[src/rtl/dac_tx_pkg.sv]
// Shared definitions for the DAC transmit path: FSM state encodings and default widths.
package dac_tx_pkg;

    localparam logic [1:0] IDLE  = 2'd0;
    localparam logic [1:0] PRIME = 2'd1;
    localparam logic [1:0] RUN   = 2'd2;

    localparam int DW_DEF        = 8;
    localparam int FIFO_AW_DEF   = 4;
    localparam int DIV_W_DEF     = 16;
    localparam int PRIME_LVL_DEF = 8;

endpackage

[src/rtl/dac_tx_sync_fifo.sv]
// Single-clock FIFO with synchronous flush; read data is the combinational head word.
module dac_tx_sync_fifo
    import dac_tx_pkg::*;
#(
    parameter int DW      = DW_DEF,
    parameter int FIFO_AW = FIFO_AW_DEF
) (
    input  logic               wb_clk,
    input  logic               wb_rst,
    input  logic               push,
    input  logic               pop,
    input  logic               flush,
    input  logic [DW-1:0]      wdata,
    output logic [DW-1:0]      rdata,
    output logic [FIFO_AW:0]   level,
    output logic               full,
    output logic               empty
);

    localparam logic [FIFO_AW:0] DEPTH = (FIFO_AW + 1)'(2 ** FIFO_AW);

    logic [DW-1:0]      mem [2 ** FIFO_AW];
    logic [FIFO_AW-1:0] wr_ptr;
    logic [FIFO_AW-1:0] rd_ptr;

    assign rdata = mem[rd_ptr];
    assign full  = (level == DEPTH);
    assign empty = (level == '0);

    always_ff @(posedge wb_clk or posedge wb_rst) begin
        if (wb_rst) begin
            wr_ptr <= '0;
            rd_ptr <= '0;
            level  <= '0;
        end else if (flush) begin
            wr_ptr <= '0;
            rd_ptr <= '0;
            level  <= '0;
        end else begin
            if (push) wr_ptr <= wr_ptr + 1'b1;
            if (pop)  rd_ptr <= rd_ptr + 1'b1;
            case ({push, pop})
                2'b10:   level <= level + 1'b1;
                2'b01:   level <= level - 1'b1;
                default: level <= level;
            endcase
        end
    end

    always_ff @(posedge wb_clk) begin
        if (push && !flush) mem[wr_ptr] <= wdata;
    end

endmodule

[src/rtl/dac_tx.sv]
// DAC transmit block: buffers DSP samples and replays them at divider+1 cycles per sample.
// Optional DAC_UNDERRUN_CNT_EN adds a saturating underrun event counter port.
module dac_tx
    import dac_tx_pkg::*;
#(
    parameter int DW        = DW_DEF,
    parameter int FIFO_AW   = FIFO_AW_DEF,
    parameter int DIV_W     = DIV_W_DEF,
    parameter int PRIME_LVL = PRIME_LVL_DEF
) (
    input  logic               wb_clk,
    input  logic               wb_rst,
    input  logic               enable,
    input  logic [DIV_W-1:0]   divider,
    input  logic [DW-1:0]      din,
    input  logic               din_valid,
    output logic               din_ready,
    output logic [DW-1:0]      dac_data,
    output logic               dac_strobe,
    output logic [FIFO_AW:0]   fifo_level,
    output logic               underrun,
    input  logic               underrun_clr,
`ifdef DAC_UNDERRUN_CNT_EN
    output logic [15:0]        underrun_count,
`endif
    output logic [1:0]         fsm_state
);

    localparam logic [FIFO_AW:0] PRIME_LEVEL = (FIFO_AW + 1)'(PRIME_LVL);

    logic [1:0]       state;
    logic [DIV_W-1:0] cnt;
    logic [DW-1:0]    head;
    logic             fifo_full;
    logic             fifo_empty;
    logic             push;
    logic             pop;
    logic             tick;
    logic             underrun_evt;

    // A word transfers on any cycle where din_valid and din_ready are both high;
    // din_ready never depends on din_valid, so the producer may hold valid freely.
    assign din_ready    = enable && (state != IDLE) && !fifo_full;
    assign push         = din_valid && din_ready;
    assign tick         = enable && (state == RUN) && (cnt == divider);
    assign pop          = tick && !fifo_empty;
    assign underrun_evt = tick && fifo_empty;
    assign fsm_state    = state;

    dac_tx_sync_fifo #(
        .DW      (DW),
        .FIFO_AW (FIFO_AW)
    ) u_fifo (
        .wb_clk (wb_clk),
        .wb_rst (wb_rst),
        .push   (push),
        .pop    (pop),
        .flush  (!enable),
        .wdata  (din),
        .rdata  (head),
        .level  (fifo_level),
        .full   (fifo_full),
        .empty  (fifo_empty)
    );

    always_ff @(posedge wb_clk or posedge wb_rst) begin
        if (wb_rst) begin
            state      <= IDLE;
            cnt        <= '0;
            dac_data   <= '0;
            dac_strobe <= 1'b0;
        end else begin
            dac_strobe <= pop;
            if (!enable) begin
                state    <= IDLE;
                cnt      <= '0;
                dac_data <= '0;
            end else begin
                case (state)
                    IDLE: begin
                        state <= PRIME;
                        cnt   <= '0;
                    end
                    PRIME: begin
                        cnt <= '0;
                        if (fifo_level >= PRIME_LEVEL) state <= RUN;
                    end
                    RUN: begin
                        if (tick) begin
                            cnt <= '0;
                            // An empty FIFO on a tick keeps the last sample and re-primes.
                            if (pop) dac_data <= head;
                            else     state    <= PRIME;
                        end else begin
                            cnt <= cnt + 1'b1;
                        end
                    end
                    default: begin
                        state <= IDLE;
                        cnt   <= '0;
                    end
                endcase
            end
        end
    end

    always_ff @(posedge wb_clk or posedge wb_rst) begin
        if (wb_rst)            underrun <= 1'b0;
        else if (underrun_evt) underrun <= 1'b1;
        else if (underrun_clr) underrun <= 1'b0;
    end

`ifdef DAC_UNDERRUN_CNT_EN
    always_ff @(posedge wb_clk or posedge wb_rst) begin
        if (wb_rst) begin
            underrun_count <= '0;
        end else if (underrun_evt) begin
            if (underrun_count != 16'hFFFF) underrun_count <= underrun_count + 1'b1;
        end else if (underrun_clr) begin
            underrun_count <= '0;
        end
    end
`endif

endmodule

[config.mk]
export PLATFORM = sky130hd
export DESIGN_NAME = dac_tx
export DESIGN_NICKNAME = d
export VERILOG_FILES = /design/src/rtl/dac_tx_pkg.sv /design/src/rtl/dac_tx_sync_fifo.sv /design/src/rtl/dac_tx.sv
export SDC_FILE = /design/constraint.sdc
export NUM_CORES = 1
export LEC_CHECK = 0
export BUFFER_PORTS_ARGS = -buffer_cell sky130_fd_sc_hd__buf_2
export CORE_MARGIN = 4
export CORE_UTILIZATION = 60
export CTS_CLUSTER_DIAMETER = 150
export CTS_CLUSTER_SIZE = 20
export DETAILED_ROUTE_END_ITERATION = 7
export PLACE_DENSITY = 0.9
export SLEW_MARGIN = 10
export SYNTH_ARGS = -nofsm -noshare
export SYNTH_HDL_FRONTEND = slang
export SYNTH_SLANG_ARGS = --single-unit
[constraint.sdc]
create_clock -name wb_clk -period 3.9 [get_ports wb_clk]
set_input_delay 0.585 -clock wb_clk [delete_from_list [all_inputs] [get_ports wb_clk]]
set_output_delay 0.585 -clock wb_clk [all_outputs]
set_load 0.05 [all_outputs]
# Word-level counts from Yosys, hierarchy flattened
# Memories as Yosys holds them, arrays and structs flattened.
# Index checks and enable logic that the tools add are counted.
dict set report word_totals {
  ff_bits 41
  ramBits 128
  inputBits 29
  out_inout_bits 18
  wordCells 67
  n_memories 1
}
dict set report classes {
  n_addsub 5
  order_cmp 1
  eq_ne 14
  mux 22
  n_reduce_logical 16
}
# memory depth width read_ports rd_ports_with_merged_regs write_ports line
set memory_table {}
lappend memory_table {u_fifo.mem 16 8 1 0 1 dac_tx_sync_fifo.sv:22} ;# logic [DW-1:0] mem [2 ** FIFO_AW];
# op n
set op_table {}
lappend op_table {{16-bit 2-to-1 mux} 3}
lappend op_table {{8-bit 2-to-1 mux} 4}
lappend op_table {{16-bit by 1-bit adder with 16-bit output, second input constant} 1}
lappend op_table {{16-bit == test} 1}
lappend op_table {{4-bit 2-to-1 mux} 4}
lappend op_table {{5-bit one-hot mux with 2 select lines} 1}
lappend op_table {{3-bit inequality test, second input constant} 3}
lappend op_table {{4-bit by 1-bit adder with 4-bit output, second input constant} 2}
lappend op_table {{1-bit logical AND} 8}
lappend op_table {{2-bit 2-to-1 mux} 4}
lappend op_table {{2-bit by 1-bit inequality test with 1-bit output, second input constant} 4}
lappend op_table {{2-bit one-hot mux with 3 select lines} 1}
lappend op_table {{3-bit AND reduction} 2}
lappend op_table {{5-bit by 1-bit adder with 5-bit output, second input constant} 1}
lappend op_table {{5-bit == test, second input constant} 1}
lappend op_table {{5-bit by 4-bit >= comparator with 1-bit output, second input constant} 1}
lappend op_table {{5-bit zero test} 1}
lappend op_table {{5-bit 2-to-1 mux} 1}
lappend op_table {{5-bit by 1-bit subtractor with 5-bit output, second input constant} 1}
lappend op_table {{2-bit by 1-bit == test with 1-bit output, second input constant} 2}
lappend op_table {{2-bit == test, second input constant} 2}
lappend op_table {{1-bit 2-to-1 mux} 4}
lappend op_table {{2-bit nonzero test} 2}
lappend op_table {{3-bit by 1-bit inequality test with 1-bit output, second input constant} 1}
lappend op_table {{other kinds (2)} 3}

# Longest topological paths before layout
dict set report depth {
  ltp_word 8
  ltp_mapped 14
  ltp_nobuf 12
}

# Cells and area by module
# From an unflattened synthesis, not the netlist that was laid out.
dict set report hier_totals {
  hier_cells 462
  area_unflattened_um2 7310.8
}
# module instances cells_per_inst area_per_inst_um2 seq_area_each_um2
set by_module_without_submodules {}
lappend by_module_without_submodules {dac_tx_sync_fifo 1 314 5830.6 4169.0}
lappend by_module_without_submodules {dac_tx 1 148 1480.2 700.7}

# Least setup slack after synthesis
# No wires, ideal clock.
dict set report synth_timing {
  kind {register to register}
  startpoint {register u_fifo.level[1]}
  endpoint {register u_fifo.level[4]}
  setup_time_ns 0.139
  arrival_time_ns 3.218
  required_ns 3.761
  setup_slack_ns 0.543
  stages_incl_launch_ff 15
  path_buffers 3
  period_less_slack_ns 3.357
  path_cell_list {dfrtp_1 clkbuf_1 nor3_2 nand2_1 and3_1 buf_4 buf_2 and2_1 xor2_1 ha_1 or3_1 a21oi_1 nor2_1 and3_1 or4_1}
}
dict set report synth_via {
  elab_chain_cells 7
}
# element line
set synth_rtl {}
lappend synth_rtl {{start: declaration} dac_tx_sync_fifo.sv:15} ;# output logic [FIFO_AW:0] level,
lappend synth_rtl {{start signal: assignment} dac_tx_sync_fifo.sv:43} ;# 2'b10: level <= level + 1'b1;
lappend synth_rtl {{start signal: assignment} dac_tx_sync_fifo.sv:44} ;# 2'b01: level <= level - 1'b1;
lappend synth_rtl {{start signal: assignment} dac_tx_sync_fifo.sv:45} ;# default: level <= level;
lappend synth_rtl {{5-bit == test} dac_tx_sync_fifo.sv:27} ;# assign full = (level == DEPTH);
lappend synth_rtl {{1-bit zero test} dac_tx.sv:43} ;# assign din_ready = enable && (state != IDLE) && !fifo_full;
lappend synth_rtl {{1-bit logical AND} dac_tx.sv:43}
lappend synth_rtl {{1-bit logical AND} dac_tx.sv:44} ;# assign push = din_valid && din_ready;
lappend synth_rtl {{2-bit by 1-bit == test with 1-bit output or 2-bit == test (tied branches)} dac_tx_sync_fifo.sv:42} ;# case ({push, pop})
lappend synth_rtl {{5-bit one-hot mux with 2 select lines} dac_tx_sync_fifo.sv:42}
lappend synth_rtl {{5-bit 2-to-1 mux} dac_tx_sync_fifo.sv:35} ;# end else if (flush) begin
# Parallel ways exist; a longest one is shown, timed or not.
# A chain may end at the register's enable or synchronous reset.

# Worst setup path in the final report
dict set report layout_timing {
  startpoint {register cnt[2]}
  endpoint {register u_fifo.level[4]}
}
dict set report layout_via {
  elab_chain_cells 6
}
# element line
set layout_rtl {}
lappend layout_rtl {{start: declaration} dac_tx.sv:32} ;# logic [DIV_W-1:0] cnt;
lappend layout_rtl {{start signal: assignment} dac_tx.sv:95} ;# cnt <= cnt + 1'b1;
lappend layout_rtl {{16-bit == test (*)} dac_tx.sv:45} ;# assign tick = enable && (state == RUN) && (cnt == divider);
lappend layout_rtl {{1-bit logical AND (*)} dac_tx.sv:45}
lappend layout_rtl {{1-bit logical AND (*)} dac_tx.sv:46} ;# assign pop = tick && !fifo_empty;
lappend layout_rtl {{2-bit by 1-bit == test with 1-bit output or 2-bit == test (tied branches)} dac_tx_sync_fifo.sv:42}
lappend layout_rtl {{5-bit one-hot mux with 2 select lines} dac_tx_sync_fifo.sv:42}
lappend layout_rtl {{5-bit 2-to-1 mux} dac_tx_sync_fifo.sv:35}
# Mark *: on every way between the ends. The rest lies on a longest branch, timed or not.

==> results.py <==
metrics = {
    "run_status": {
        "outcome": "complete, no violations",
    },
    "die": {
        "ioPinCount": 47,
        "initial_utilization_pct": 62.2,
        "fp.coreArea_um2": 11600,
        "die_w_um": 117,
        "placement_rows": 39,
        "floorplan.die.height_um": 117,
        "design.die.area_um2": 13800,
    },
    "sta": {
        "min_period_ps": 3650,
        "period_share_pct": 93.5,
        "timing.slew.headroom_pct": 29.3,
        "worstMarginPinSlew_ps": 1060,
        "setup-violations-final": 0,
        "fmaxAchievable_ghz": 0.274,
        "hold-worst-slack_ps": 358,
        "slew_viol_final": 0,
        "grt_setup_unrepaired": "no",
        "final_hold_viol_count": 0,
        "fin_setup_tns_ps": 0,
        "finalWorstSetupSlack_ps": 253,
        "clock_skew_ps": 11.2,
    },
    "routing": {
        "dr.pass1.iters": 5,
        "route.detailed.drc": 0,
        "postRouteAntennaNets": 0,
        "post_drt_via_cell_ratio": 6.58,
        "route.detailed.wl_per_inst_um": 25.0,
        "postRouteWirelength_um": 16100,
        "detailedRoute.firstIterationViolations": 489,
        "detailroute.via_count": 4244,
    },
    "run": {
        "timing.max_cap.violations": 0,
    },
    "critical_path": {
        "crit_buf_inv": 0,
        "critical-path-top-delay-family": "simple AND/OR/NAND/NOR gates",
        "crit_path_top_delay_cell": "sky130_fd_sc_hd__nor4_2",
        "critPathKind": "reg -> reg",
        "cp_slowest_stage_delay_ps": 540,
        "critical_path_peak_fanout": 6,
        "cp_data_arrival_time_ps": 3930,
        "endpoint_class_of_the_critical_path": "flop",
        "worst_reg2reg_startpoint": "cnt[2]",
        "worstSetupStartpoint": "cnt[2]",
        "timing.critical_path.required_ps": 4180,
        "cp-start-kind": "flop",
        "critical_path.cell_chain": "xnor2_1, nand4_1, nor4_2, and3_1, and2_1, xor2_1, ha_1, or3_1, a21oi_1, nor2_1, and3_1, or4_1",
        "path_common_cell": "sky130_fd_sc_hd__and3_1",
    },
    "synthesis": {
        "synth.yosys.seq_area_share_pct": 67.7,
        "share_of_synthesized_cell_area_in_and_or_nand_and_nor_gates_pct": 8.87,
        "count_of_unique_library_cells_instantiated_by_yosys": 43,
        "synth-compound-area-share_pct": 2.64,
        "yosys_warnings": 0,
        "postSynth.asyncResetShare_pct": 24.3,
        "number_of_instances_in_the_synthesized_netlist": 442,
        "netlist.area_leader.share_pct": 53.5,
        "syn-cell-area_um2": 7190,
        "cell_accounting_for_the_most_synthesized_area": "sky130_fd_sc_hd__edfxtp_1",
        "post_synth_fa_ha_maj_area_fraction_pct": 1.39,
        "synth_edf_count": 128,
        "synth_area_per_cell_um2": 16.3,
        "mappedNetlistNets": 479,
        "synth_top_flop_cell": "sky130_fd_sc_hd__edfxtp_1",
        "proportion_of_synthesized_area_in_mux_cells_pct": 13.4,
        "synth_xor_area_share_pct": 4.26,
        "netlist_top_cells_area": "sky130_fd_sc_hd__edfxtp_1, sky130_fd_sc_hd__dfrtp_1, sky130_fd_sc_hd__mux4_2",
        "ys_seq_elements": 169,
        "synth_top_family_by_area": "multiplexers",
    },
    "placed_design": {
        "dp_slack_ps": 350,
        "gp_congestion": 0.802,
        "post-dp-hpwl_um": 9260,
        "buffers_added_on_ports": 46,
    },
    "clock_network": {
        "cts_num_sinks": 169,
        "post_cts.repair.setup_buffers": 0,
        "cts_resized": 0,
        "clock_insertion_delay_worst_skew_ps": 430,
        "clkTransAtPathRegs_ps": 70,
        "cts-root-buf": "sky130_fd_sc_hd__clkbuf_16",
        "cts_max_path_buffers": 2,
        "cts_tree": "yes",
        "cts.hold.buffers_added": 0,
        "inserted_clock_buffers": 17,
        "htreeDepth": 4,
    },
    "final_layout": {
        "multiInputGateArea_um2": 2200,
        "final_layout_size_suffix_gt1_share_pct": 24.9,
        "synthToLayoutAreaGrowth_pct": 13.5,
        "fin_util_pct": 70.5,
        "ff_latch_area_um2": 4870,
        "num-fill-cells": 667,
        "leading_cell_types_in_the_layout_fill_and_taps_excluded": "sky130_fd_sc_hd__edfxtp_1, sky130_fd_sc_hd__buf_2, sky130_fd_sc_hd__mux4_2, sky130_fd_sc_hd__dfrtp_1, sky130_fd_sc_hd__nand2_1",
        "num-nets-final": 526,
        "antenna_cells": 0,
        "most_common_cell_after_layout_fill_and_taps_aside": "sky130_fd_sc_hd__edfxtp_1",
    },
    "global_routing": {
        "pin_count_of_the_biggest_net_entering_global_routing": 38,
        "grt-ovfl-total": 0,
        "antenna_violations_before_repair": 0,
        "number_of_global_route_vias_before_repair": 4289,
        "gr-usage-all-layers_pct": 24.4,
        "grt_pass1_wl_um": 25400,
    },
    "power_and_ir_drop": {
        "fin_total_pwr_w": 0.00383,
        "power.density_nw_per_um2": 469,
        "power.static_leakage_nw": 2.93,
        "max-vdd-ir-drop_uv": 262,
    },
    "hold_path": {
        "min_path_type": "in -> reg",
        "timing.hold.worst.start": "underrun_clr",
    },
}
-- worst reg2reg max path: cells and delay by family, from the launching register on --
kind	cells	cell delay (ps)
compound gates	1	210
flops	1	460
fa+ha+maj	1	240
xor+xnor	2	300
simple gates	8	2290
-- flip-flops by register name (all words and copies together), names as in the netlist --
signal / cells
u_fifo.mem: 128
u_fifo.wr_ptr: 4
fsm_state: 2
u_fifo.level: 5
underrun: 1
u_fifo.rd_ptr: 4
cnt: 16
dac_data: 8
dac_strobe: 1
-- metal layers --
layer | global-route usage (%) | up-vias | wire length, um
met5 | 0 | - | 0
met4 | 9.23 | 0 | 475
li1 | - | 1785 | -
met3 | 4.90 | 50 | 1150
met1 | 32.5 | 2150 | 6270
met2 | 40.3 | 259 | 8220
-- kinds of logic after synthesis --
logic type               after synthesis
AO/OA/AOI/OAI                         29
buffers and inverters                 30
AND/OR/NAND/NOR                      125
adder cells (fa/ha/maj)                8
XOR/XNOR                              35
multiplexers                          46
flip-flops                           169
-- power breakdown --
| part | internal (W) | switching, W | total, W |
|---|---|---|---|
| logic | 0.0000430 | 0.0000936 | 0.000137 |
| registers | 0.00195 | 0.0000125 | 0.00196 |
| clock network | 0.00104 | 0.000693 | 0.00173 |
| total | 0.00303 | 0.000800 | 0.00383 |
-- synthesized netlist by cell type, types with 8 or more instances --
| master | number |
|---|---|
| sky130_fd_sc_hd__nor2_1 | 27 |
| sky130_fd_sc_hd__o21ai_0 | 9 |
| sky130_fd_sc_hd__and2_1 | 13 |
| sky130_fd_sc_hd__nand3_1 | 11 |
| sky130_fd_sc_hd__clkbuf_1 | 15 |
| sky130_fd_sc_hd__nand2_1 | 37 |
| sky130_fd_sc_hd__and3_1 | 8 |
| sky130_fd_sc_hd__nand4_1 | 8 |
| sky130_fd_sc_hd__dfrtp_1 | 41 |
| sky130_fd_sc_hd__ha_1 | 8 |
| sky130_fd_sc_hd__xnor2_1 | 24 |
| sky130_fd_sc_hd__edfxtp_1 | 128 |
| sky130_fd_sc_hd__xor2_1 | 11 |
| sky130_fd_sc_hd__mux4_2 | 40 |
-- final cells by class --
type | instances | area share (%)
clock inverters | 7 | 0.966
repair buffers | 51 | 3.28
clock buffers | 25 | 6.61
inverters | 7 | 0.322
multi-input cells | 243 | 26.9
flip-flops and latches | 169 | 59.7
well taps | 143 | 2.19
-- path summary, 6_finish.rpt --
check / end / slack (ps) / depth (start not counted)
worst min register to register: dac_data[1] / 530 / 2
worst max register to register: u_fifo.level[4] / 250 / 12
max in group asynchronous: cnt[14] / 2760 / 3
min in group asynchronous: cnt[0] / 410 / 2
worst min-delay path: underrun / 360 / 2
worst max-delay path: u_fifo.level[4] / 250 / 12
-- stage by stage --
stage          std cells  instance area, um2
6_report             645                8160
3_5_place_dp         613                7540
3_3_place_gp         613                7540
2_1_floorplan        442                7190
5_1_grt              645                8160
4_1_cts              645                8160
(Power assumes the default switching activity.)
